### src/rtl/demux_stream_1to2.sv
// rtl/demux_stream_1to2.sv - registered 1-to-2 stream demux with per-channel holding registers
module demux_stream_1to2 #(
    parameter int WIDTH = 8
) (
    input  logic             clk,
    input  logic             rst,
    input  logic [WIDTH-1:0] d,
    input  logic             in_valid,
    output logic             in_ready,
    input  logic             sel,
    input  logic             rr_en,
    output logic [WIDTH-1:0] y0,
    output logic             y0_valid,
    input  logic             y0_ready,
    output logic [WIDTH-1:0] y1,
    output logic             y1_valid,
    input  logic             y1_ready,
    output logic [15:0]      cnt0,
    output logic [15:0]      cnt1
);

    typedef enum logic {
        CH0 = 1'b0,
        CH1 = 1'b1
    } rr_state_t;

    rr_state_t        rr_state_q, rr_state_d;
    logic [WIDTH-1:0] y0_q, y0_d;
    logic [WIDTH-1:0] y1_q, y1_d;
    logic             y0_valid_q, y0_valid_d;
    logic             y1_valid_q, y1_valid_d;
    logic [15:0]      cnt0_q, cnt0_d;
    logic [15:0]      cnt1_q, cnt1_d;

    logic dest;
    logic dest_valid;
    logic dest_ready;
    logic accept;

    // Destination select and accept; only the destination channel can stall the input
    always_comb begin
        dest       = rr_en ? (rr_state_q == CH1) : sel;
        dest_valid = dest ? y1_valid_q : y0_valid_q;
        dest_ready = dest ? y1_ready   : y0_ready;
        in_ready   = !rst && (!dest_valid || dest_ready);
        accept     = in_valid && in_ready;
    end

    // Round-robin pointer advances only on accepted words while round-robin is enabled
    always_comb begin
        rr_state_d = rr_state_q;
        if (rr_en && accept) begin
            rr_state_d = (rr_state_q == CH0) ? CH1 : CH0;
        end
    end

    // Channel holding registers: load on accept (wins over drain), else clear valid on drain
    always_comb begin
        y0_d       = y0_q;
        y1_d       = y1_q;
        y0_valid_d = y0_valid_q;
        y1_valid_d = y1_valid_q;
        cnt0_d     = cnt0_q;
        cnt1_d     = cnt1_q;

        if (accept && !dest) begin
            y0_d       = d;
            y0_valid_d = 1'b1;
            cnt0_d     = cnt0_q + 16'd1;
        end else if (y0_valid_q && y0_ready) begin
            y0_valid_d = 1'b0;
        end

        if (accept && dest) begin
            y1_d       = d;
            y1_valid_d = 1'b1;
            cnt1_d     = cnt1_q + 16'd1;
        end else if (y1_valid_q && y1_ready) begin
            y1_valid_d = 1'b0;
        end
    end

    // State registers; reset discards any held words immediately
    always_ff @(posedge clk or posedge rst) begin
        if (rst) begin
            rr_state_q <= CH0;
            y0_q       <= '0;
            y1_q       <= '0;
            y0_valid_q <= 1'b0;
            y1_valid_q <= 1'b0;
            cnt0_q     <= '0;
            cnt1_q     <= '0;
        end else begin
            rr_state_q <= rr_state_d;
            y0_q       <= y0_d;
            y1_q       <= y1_d;
            y0_valid_q <= y0_valid_d;
            y1_valid_q <= y1_valid_d;
            cnt0_q     <= cnt0_d;
            cnt1_q     <= cnt1_d;
        end
    end

    assign y0       = y0_q;
    assign y1       = y1_q;
    assign y0_valid = y0_valid_q;
    assign y1_valid = y1_valid_q;
    assign cnt0     = cnt0_q;
    assign cnt1     = cnt1_q;

endmodule

### config.mk
export PLATFORM = sky130hd
export DESIGN_NAME = demux_stream_1to2
export DESIGN_NICKNAME = d
export VERILOG_FILES = /design/src/rtl/demux_stream_1to2.sv
export SDC_FILE = /design/constraint.sdc
export NUM_CORES = 1
export LEC_CHECK = 0
export ABC_CLOCK_PERIOD_IN_PS = 2500
export BUFFER_PORTS_ARGS = -buffer_cell sky130_fd_sc_hd__clkbuf_2
export CAP_MARGIN = 20
export CORE_ASPECT_RATIO = 1.25
export CORE_MARGIN = 1
export CORE_UTILIZATION = 55
export DETAILED_ROUTE_END_ITERATION = 8
export PLACE_DENSITY_LB_ADDON = 0.05
export SKIP_CTS_REPAIR_TIMING = 1
export SYNTH_ARGS = -nofsm -noshare
export SYNTH_HDL_FRONTEND = slang
export SYNTH_SLANG_ARGS = --single-unit
### constraint.sdc
create_clock -name clk -period 2.5 [get_ports clk]
set_clock_uncertainty 0.1 [all_clocks]
set_input_delay 0.375 -clock clk [delete_from_list [all_inputs] [get_ports clk]]
set_output_delay 0.375 -clock clk [all_outputs]
set_load 0.02 [all_outputs]
=== Word level (Yosys, flattened, before mapping) ===
Cells that the tools add are included.
W data, S select, Z words.

* Add/subtract/negate cells: 2
* $mul: 0
* Divide/modulo/power cells: 0
* $lt $le $gt $ge: 0
* Eq/ne operators: 0
* Shift operators: 0
* Multiplexer cells: 8
* Bitwise gates (word level): 0
* Reductions and logical operators: 13

{| class="wikitable"
|+ Operators by type and width
! cell !! number
|-
| $add A16 B1 Y16 const B || 2
|-
| $mux W1 || 8
|-
| $logic_and A1 B1 Y1 || 7
|-
| $reduce_bool A2 Y1 || 2
|-
| $logic_not A1 Y1 || 3
|-
| $logic_or A1 B1 Y1 || 1
|}

* Bits in registers: 51
* Latch bits: 0
* Bits in writable memories: 0
* ROM bits: 0
* Bits of input ports: 15
* Logic and storage cells: 30
* Memories kept: 0

=== Logic depth before layout (Yosys ltp) ===
Gate-level depths: netlist of run 1.

* Word-level depth: 8
* Gate-level depth with buffers: 5
* Gate-level depth less buffers: 4

=== Worst setup path before layout of run 1 ===
OpenSTA, ideal clock, no wires.

* Path type: in2out
* Start: input rr_en
* End: output in_ready
* Arrival time: 1335 ps
* Required time: 2025 ps
* Setup slack: 690 ps
* Stages on the path: 3
* Buffers on the path: 0
* Cells stage by stage: mux2i_4 nor2_1 a211oi_1

* Word-level cells in the longest chain between the ends: 5
* Elaborated cells on any way between the ends: 6
* Classes of those cells: 3 x mux; 3 x reduce/logical

{| class="wikitable"
|+ Ends and longest elaborated chain
! element !! RTL line !! RTL
|-
| from (decl) || 11 || <nowiki>input logic rr_en,</nowiki>
|-
| $mux W1 (*) || 42 || <nowiki>dest = rr_en ? (rr_state_q == CH1) : sel;</nowiki>
|-
| $mux W1 || 43 || <nowiki>dest_valid = dest ? y1_valid_q : y0_valid_q;</nowiki>
|-
| $logic_not A1 Y1 || 45 || <nowiki>in_ready = !rst && (!dest_valid || dest_ready);</nowiki>
|-
| $logic_or A1 B1 Y1 (*) || 45 ||
|-
| $logic_and A1 B1 Y1 (*) || 45 ||
|-
| to (decl) || 9 || <nowiki>output logic in_ready,</nowiki>
|}

Mark *: on every way between the ends. The rest lies on a longest branch, timed or not.

=== Worst setup path in the final report of run 1 ===
* Start: register rr_state_q
* End: output in_ready

* Word-level cells in the longest chain between the ends: 5
* Elaborated cells on any way between the ends: 6
* Classes of those cells: 3 x mux; 3 x reduce/logical

{| class="wikitable"
|+ Ends and longest elaborated chain
! element !! RTL line !! RTL
|-
| from (decl) || 27 || <nowiki>rr_state_t rr_state_q, rr_state_d;</nowiki>
|-
| from (signal assigned) || 94 || <nowiki>rr_state_q <= rr_state_d;</nowiki>
|-
| $mux W1 (*) || 42 ||
|-
| $mux W1 || 43 ||
|-
| $logic_not A1 Y1 || 45 ||
|-
| $logic_or A1 B1 Y1 (*) || 45 ||
|-
| $logic_and A1 B1 Y1 (*) || 45 ||
|}

Marks and branches as above.

==> results of run 1 <==
[worst min path at each step]
| stage | depth (start not counted) | end |
|---|---|---|
| 2_1_floorplan | 1 | rr_state_q |
| 3_3_place_gp | 2 | cnt0[0] |
| 3_5_place_dp | 2 | cnt0[1] |
| 4_1_cts | 2 | cnt0[1] |
| 5_1_grt | 2 | cnt0[1] |
| 6_report | 2 | cnt0[1] |
[logic make-up (layout without fill, tap and decap cells)]
logic type | after synthesis | count (layout) | synth area share, %
flops | 51 | 51 | 56.8
fa+ha+maj | 2 | 2 | 1.11
compound gates | 4 | 4 | 1.17
buf+inv | 7 | 78 | 1.50
xor+xnor | 30 | 30 | 11.7
mux | 19 | 19 | 10.0
simple gates | 66 | 66 | 17.7
[sequential cells by signal, indices dropped and copies added, names as in the netlist]
name,flops
y1,8
cnt1,16
cnt0,16
y0,8
y1_valid,1
rr_state_q,1
y0_valid,1
[placed cells by master, fill, tap and decap left out]
cell,instances
a21oi_1,1
and2_1,1
nand2_1,12
nor3_1,5
inv_1,3
mux2_2,18
clkinv_2,1
inv_2,1
nor4_4,1
nor4_1,5
o21ai_0,1
nand2b_1,2
a41oi_1,1
clkbuf_2,65
nor2_1,3
a211oi_1,1
buf_4,2
nor2b_1,4
nand3_1,9
mux2i_4,1
nand4_1,14
ha_1,2
or2b_1,1
and3_1,5
clkbuf_8,6
nor3b_1,1
and4_1,1
xnor2_1,20
dfrtp_1,51
nor3_4,2
xor2_1,10
[layout make-up]
type                            instances  area, µm²  share of cell area, %
Sequential cell                        51       1280                   46.9
Multi-Input combinational cell        121        937                   34.4
Timing Repair Buffer                   67        340                   12.5
Clock buffer                            6       82.6                   3.03
Tap cell                               54       67.6                   2.48
Inverter                                4       15.0                  0.551
Clock inverter                          1       5.00                  0.184
[critical path, delay by kind of cell (launching register included)]
kind | cells | cell delay (ns)
AO/OA/AOI/OAI | 1 | 0.25
buffers and inverters | 1 | 0.22
flip-flops | 1 | 0.43
multiplexers | 1 | 0.29
AND/OR/NAND/NOR | 1 | 0.09
[layer usage]
metal  up-vias  track usage, %  share of wire, %
li1        778               -                 -
met1       804            26.9                42
met2        53            40.4                52
met3         8            5.81               4.6
met4         0            11.9               2.0
met5         -               0                 0
[report_power, final]
part,switching (mW),leakage [nW],internal [mW]
clock,0.252,0.0470,0.218
sequential,0.156,0.649,0.990
combinational,0.419,0.637,0.271
[through the flow]
step / hold slack [ns] / worst slack [ns] / cell area (µm²)
after floorplan: 0.405 / 0.690 / 2250
after global placement: 0.305 / 0.562 / 2640
after detailed placement: 0.316 / 0.509 / 2640
after CTS: -0.0133 / 0.435 / 2720
after global routing: 0.0239 / 0.313 / 2720
final: -0.0109 / 0.443 / 2720
==> results.toml, run 1 <==
[placement]
io_buffer_count = 65
place_inst = 297
hpwl_um = 3340
gp_congestion = 0.851

[routing]
via_per_inst = 5.40
drt_iter0_markers = 51
wire_per_inst_um = 14.7
via_count = 1643
ant_nets = 0
dr.pass1.iters = 4
wirelength_um = 4470
drc_errors = 0

[cells_and_area]
drive_above_1_share_pct = 38.8
n_antenna_cell = 0
fin_cells = 304
fin_nets = 267
utilization_pct = 70.8
fillCellCount = 289
syn_to_final_growth_pct = 21.2

[logic_synthesis]
synth_area_leader_cell = "dfrtp_1"
synth_edf_count = 0
netlist_area_um2 = 2250
synth_most_common_cell = "dfrtp_1"
ys_top_cells_by_area = "dfrtp_1 (57%), mux2_2 (9.0%), xnor2_1 (7.8%), nand4_1 (3.9%), xor2_1 (3.9%)"
yosysWarnings = 0
synth.avg_cell_area_um2 = 12.6
syn_inst = 179
syn_nets = 196
ys_ff_latch = 51
async_reset_ff_share_pct = 100
synth_top_flop_cell = "dfrtp_1"
yosys-top-cells-count = "dfrtp_1 (51), xnor2_1 (20), mux2_2 (18), nand4_1 (14), nand2_1 (12)"
ys_types = 28
synth-seq-area-share_pct = 56.8
synth_top_area_share_pct = 56.8

[setup_path]
cp_data_required_time_ns = 2.03
critPathSlowestCell = "dfrtp_1"
arrival_ns = 1.58
worstSetupStartpointType = "flop"
startpoint = "rr_state_q"
critical-path-max-stage-delay_ns = 0.43
reg2reg_depth = 4
end_kind = "output port"
worstReg2RegEnd = "y0[1]"
cp_cell_sequence = "mux2i_4, nor2_1, a211oi_1, clkbuf_2"
crit_end = "in_ready"
crit_type = "flop to output port"
reg2reg_slack_ns = 0.73
critical_path.max_fanout = 6
reg2reg_from = "rr_state_q"

[sta]
final_hold_viol_count = 19
timing.final.crit_period_ns = 2.06
rsz0062_at_grt = "no"
worstMarginPinSlew_ns = 0.567
final.setup.tns_ns = 0
fin_crit_sh_pct = 82.3
drv_slew = 0
finalSetupViolCount = 0
fmax_mhz = 486
whs_ns = -0.0109
maxSlewHeadroom_pct = 62.0

[floorplanning]
die_h_um = 73.5
dieArea_um2 = 4350
core_area_um2 = 3850
dieWidth_um = 59.2
io_pins = 66
initial_core_util_pct = 58.4
placementRows = 25

[cts]
clkLatencyLatePin_ns = 0.30
htreeDepth = 2
clkSinkCount = 51
cts-root-buf = "clkbuf_8"
clk_pin_slew_ns = 0.09
cts_buffers = 5
cts_tree = "yes"
clk_path_buf_depth = 2

[status]
status = "finished, violations left"
violations = "hold timing"

[hold_path]
holdCritPathClass = "primary input to asynchronous set/reset pin"

[global_route]
grtUsageTotal_pct = 23.5
grt_pass1_vias = 1667
grt_max_degree = 33
grt_overflow = 0
grt_first_pass_wirelength_um = 7540
antenna_found_initial = 0

[power_and_ir_drop]
vdd_ir_drop_max_v = 0.000650
p_total_mw = 2.31
p_leak_nw = 1.33
power.density_nw_per_um2 = 847

[job]
max-cap-violations = 0
(Power assumes the default switching activity.)
==> inputs of run 2 (changes only) <==
Settings changed: ABC_CLOCK_PERIOD_IN_PS 2500 to 1900, CORE_UTILIZATION 55 to 51.
Clock period 2.5 ns to 1.9 ns, I/O delays scaled along.
==> results.toml, run 2 (synthesis results as in run 1) <==
[status]
status = "finished clean"

[routing]
drc_errors = 0
wire_per_inst_um = 13.9
wirelength_um = 4360
drt_iter0_markers = 54
via_count = 1623
via_per_inst = 5.19
dr.pass1.iters = 4
ant_nets = 0

[floorplanning]
io_pins = 66
dieArea_um2 = 4680
core_area_um2 = 4160
initial_core_util_pct = 54.0
placementRows = 26
die_h_um = 76.2
dieWidth_um = 61.4

[sta]
fmax_mhz = 539
maxSlewHeadroom_pct = 73.4
drv_slew = 0
worstMarginPinSlew_ns = 0.396
timing.final.crit_period_ns = 1.85
fin_crit_sh_pct = 97.6
rsz0062_at_grt = "no"
final_hold_viol_count = 0
whs_ns = 0.137
final.setup.tns_ns = 0
finalSetupViolCount = 0

[cts]
htreeDepth = 2
clk_pin_slew_ns = 0.09
clk_path_buf_depth = 2
cts_buffers = 5
cts_tree = "yes"
clkLatencyLatePin_ns = 0.29
cts-root-buf = "clkbuf_8"
clkSinkCount = 51

[cells_and_area]
n_antenna_cell = 0
final_area_um2 = 2820
final_common_cell = "clkbuf_2"
drive_above_1_share_pct = 40.5
fin_nets = 274
fin_cells = 313
fillCellCount = 359
syn_to_final_growth_pct = 25.7
final_cell_mix = "clkbuf_2 (64), dfrtp_1 (51), xnor2_1 (20)"

[global_route]
grt_max_degree = 36
grt_overflow = 0
grt_first_pass_wirelength_um = 7240
grt_pass1_vias = 1525
antenna_found_initial = 0
grtUsageTotal_pct = 20.4

[power_and_ir_drop]
p_leak_nw = 1.38
switching_share_pct = 35.6
p_switching_mw = 1.09
vdd_ir_drop_max_v = 0.000692
pwr-share-comb_pct = 30.5
seqPwrFrac_pct = 49.3
p_clk_share_pct = 20.2
internal-power_mw = 1.97
p_total_mw = 3.06
power.density_nw_per_um2 = 1080

[job]
max-cap-violations = 0

[setup_path]
worstSetupStartpointType = "flop"
critical_path.max_fanout = 4
critical-path-max-stage-delay_ns = 0.44
critPathSlowestCell = "dfrtp_1"
cp_data_required_time_ns = 1.51
cp_cell_sequence = "mux2i_4, nor2_1, a211oi_2, buf_2"
end_kind = "output port"
path_delay_family = "flip-flops"
crit_type = "flop to output port"
arrival_ns = 1.47
crit_buf_inv = 1

[placement]
place_area_um2 = 2710
place_inst = 303
gp_congestion = 0.788
io_buffer_count = 65
hpwl_um = 3210

[hold_path]
holdCritPathClass = "primary input to flop"
==> run 2: metrics by stage <==
stage	utilization, %	setup slack, ns
3_5_place_dp	65.0	0.110
2_1_floorplan	-	0.172
6_report	67.8	0.0463
3_3_place_gp	65.0	0.128
5_1_grt	67.8	0.00565
4_1_cts	67.1	-0.0991
==> run 2: path summary, 6_finish.rpt <==
kind | start | end | slack [ns] | cells past startpoint
worst max-delay path | rr_state_q | in_ready | 0.05 | 4
worst min-delay path | d[3] | y0[3] | 0.14 | 2
worst max register to register | cnt0[2] | cnt0[14] | 0.15 | 4
worst min register to register | cnt0[15] | cnt0[15] | 0.38 | 1
max in group asynchronous | rst | y0[1] | 0.72 | 4
min in group asynchronous | rst | cnt0[3] | 0.48 | 3
==> run 2: cell type report <==
cell class	count	area (µm²)	area share, %
flip-flops and latches	51	1280	45.2
clock buffers	6	82.6	2.92
repair buffers	74	433	15.3
multi-input cells	121	942	33.4
clock inverters	1	5.00	0.177
well taps	56	70.1	2.48
inverters	4	15.0	0.532
==> run 2: power by group through the flow <==
stage	Combinational, mW	Sequential (mW)	Clock (mW)
2_1_floorplan	0.340	1.76	0
3_3_place_gp	0.915	1.52	0
3_5_place_dp	0.932	1.53	0
4_1_cts	0.934	1.51	0.639
5_1_grt	0.994	1.54	0.675
6_report	0.936	1.51	0.618
==> run 2: layer usage <==
metal	up-vias	wire length (µm)	part of all wire, %	global-route usage [%]
met2	45	2190	50	32.4
li1	789	-	-	-
met5	-	0	0	0
met4	0	26	0.60	4.67
met3	2	182	4.2	4.75
met1	787	1960	45	28.1
==> inputs of run 3 (changes only) <==
Settings changed: CORE_UTILIZATION 51 to 53, CTS_BUF_LIST set to sky130_fd_sc_hd__clkbuf_4, MAX_ROUTING_LAYER set to met4.
==> results.toml, run 3 (synthesis results as in run 1) <==
[cells_and_area]
final-seq-area_um2 = 1280
fillCellCount = 325
final_area_um2 = 2810
syn_to_final_growth_pct = 24.8
multi_input_area_um2 = 955
n_antenna_cell = 0
drive_above_1_share_pct = 41.0
final_common_cell = "clkbuf_2"
fin_cells = 312
fin_nets = 272
final_cell_mix = "clkbuf_2 (64), dfrtp_1 (50), xnor2_1 (20)"
utilization_pct = 69.0

[cts]
htreeDepth = 2
clk_pin_slew_ns = 0.15
cts_buffers = 5
clkSinkCount = 51
clkLatencyLatePin_ns = 0.37
cts-root-buf = "clkbuf_4"
clk_path_buf_depth = 2
cts_tree = "yes"

[power_and_ir_drop]
p_clk_share_pct = 19.6
power.density_nw_per_um2 = 1090
seqPwrFrac_pct = 49.4
pwr-share-comb_pct = 30.9
p_leak_nw = 1.36
vdd_ir_drop_max_v = 0.000790
p_switching_mw = 1.10
switching_share_pct = 36.0
internal-power_mw = 1.95

[setup_path]
worstSetupStartpointType = "flop"
critical_path.max_fanout = 4
cp_data_required_time_ns = 1.51
cp_cell_sequence = "mux2i_4, nor2_1, a211oi_2, buf_4"
critical-path-max-stage-delay_ns = 0.46
reg2reg_depth = 4
startpoint = "rr_state_q"
crit_end = "in_ready"
crit_type = "flop to output port"
reg2reg_from = "cnt0[2]"
arrival_ns = 1.43
reg2reg_slack_ns = 0.12
end_kind = "output port"
worstReg2RegEnd = "cnt0[15]"
critPathSlowestCell = "dfrtp_2"

[floorplanning]
die_h_um = 74.8
core_area_um2 = 4070
placementRows = 26
dieWidth_um = 60.2
dieArea_um2 = 4510
io_pins = 66
initial_core_util_pct = 55.3

[status]
status = "finished clean"

[sta]
rsz0062_at_grt = "yes"
drv_slew = 0
maxSlewHeadroom_pct = 67.8
finalSetupViolCount = 0
final.setup.tns_ns = 0
fin_crit_sh_pct = 95.8
fmax_mhz = 550
final_hold_viol_count = 0
timing.final.crit_period_ns = 1.82
worstMarginPinSlew_ns = 0.479

[global_route]
grt_first_pass_wirelength_um = 7600
antenna_found_initial = 0
grt_pass1_vias = 1635
grtUsageTotal_pct = 23.5
grt_max_degree = 34
grt_overflow = 0

[hold_path]
holdCritPathClass = "primary input to flop"

[placement]
place_inst = 302
io_buffer_count = 65
gp_congestion = 0.802
place_area_um2 = 2690
hpwl_um = 3410

[routing]
via_count = 1654
via_per_inst = 5.30
wire_per_inst_um = 14.7
drt_iter0_markers = 89
ant_nets = 0
dr.pass1.iters = 4
drc_errors = 0
wirelength_um = 4580

[job]
max-cap-violations = 0
## run 3: cell count changes in the layout (fill, tap and decap cells not counted)
cell       change
clkbuf_8       -6
clkinv_1       +1
buf_4          -1
dfrtp_1        -1
buf_2          -1
nor4_2         +2
dfrtp_2        +1
nor4_1         -2
clkbuf_4       +5
bufinv_16      +1
buf_12         -1
buf_6          +1
## run 3: per-layer routing
layer | share of wire, % | GRT usage (%) | vias up
met5 | 0 | - | -
met4 | 1.9 | 9.30 | 0
met3 | 4.3 | 4.98 | 9
met2 | 54 | 38.3 | 41
met1 | 40 | 28.2 | 818
li1 | - | - | 786
## run 3: power by group through the flow
stage | sequential [mW] | combinational (mW) | clock, mW
2_1_floorplan | 1.76 | 0.340 | 0
3_3_place_gp | 1.51 | 0.911 | 0
3_5_place_dp | 1.52 | 0.941 | 0
4_1_cts | 1.51 | 0.941 | 0.620
5_1_grt | 1.55 | 1.03 | 0.667
6_report | 1.51 | 0.945 | 0.599
## run 3: worst max-delay path, delay by kind of cell, from the launching register on
family | cells | cell delay, ns
AO/OA/AOI/OAI | 1 | 0.19
buffers and inverters | 1 | 0.18
multiplexers | 1 | 0.16
flip-flops | 1 | 0.46
AND/OR/NAND/NOR | 1 | 0.08
## run 3: area by class of cell
cell class / count / share of cell area, %
Multi-Input combinational cell: 121 / 34.0
Clock buffer: 5 / 1.34
Inverter: 4 / 0.535
Timing Repair Buffer: 72 / 14.7
Sequential cell: 51 / 45.5
Clock inverter: 3 / 1.38
Tap cell: 56 / 2.50
## run 3: how the worst min path moves through the flow
stage / to / startpoint / cells after the start / slack, ns
5_1_grt: y1[3] / d[3] / 2 / 0.03
6_report: y0[4] / d[4] / 2 / 0.05
4_1_cts: cnt0[9] / rst / 2 / -0.17
2_1_floorplan: rr_state_q / rr_en / 1 / 0.32
3_3_place_gp: cnt0[5] / rst / 2 / 0.22
3_5_place_dp: cnt0[5] / rst / 2 / 0.24
## run 3: through the flow
step	setup slack (ns)	total power, mW	hold WS [ns]
2_1_floorplan	0.172	2.10	0.315
3_3_place_gp	0.109	2.42	0.223
3_5_place_dp	0.0760	2.47	0.239
4_1_cts	-0.245	3.07	-0.170
5_1_grt	-0.00640	3.25	0.0321
6_report	0.0806	3.05	0.0482
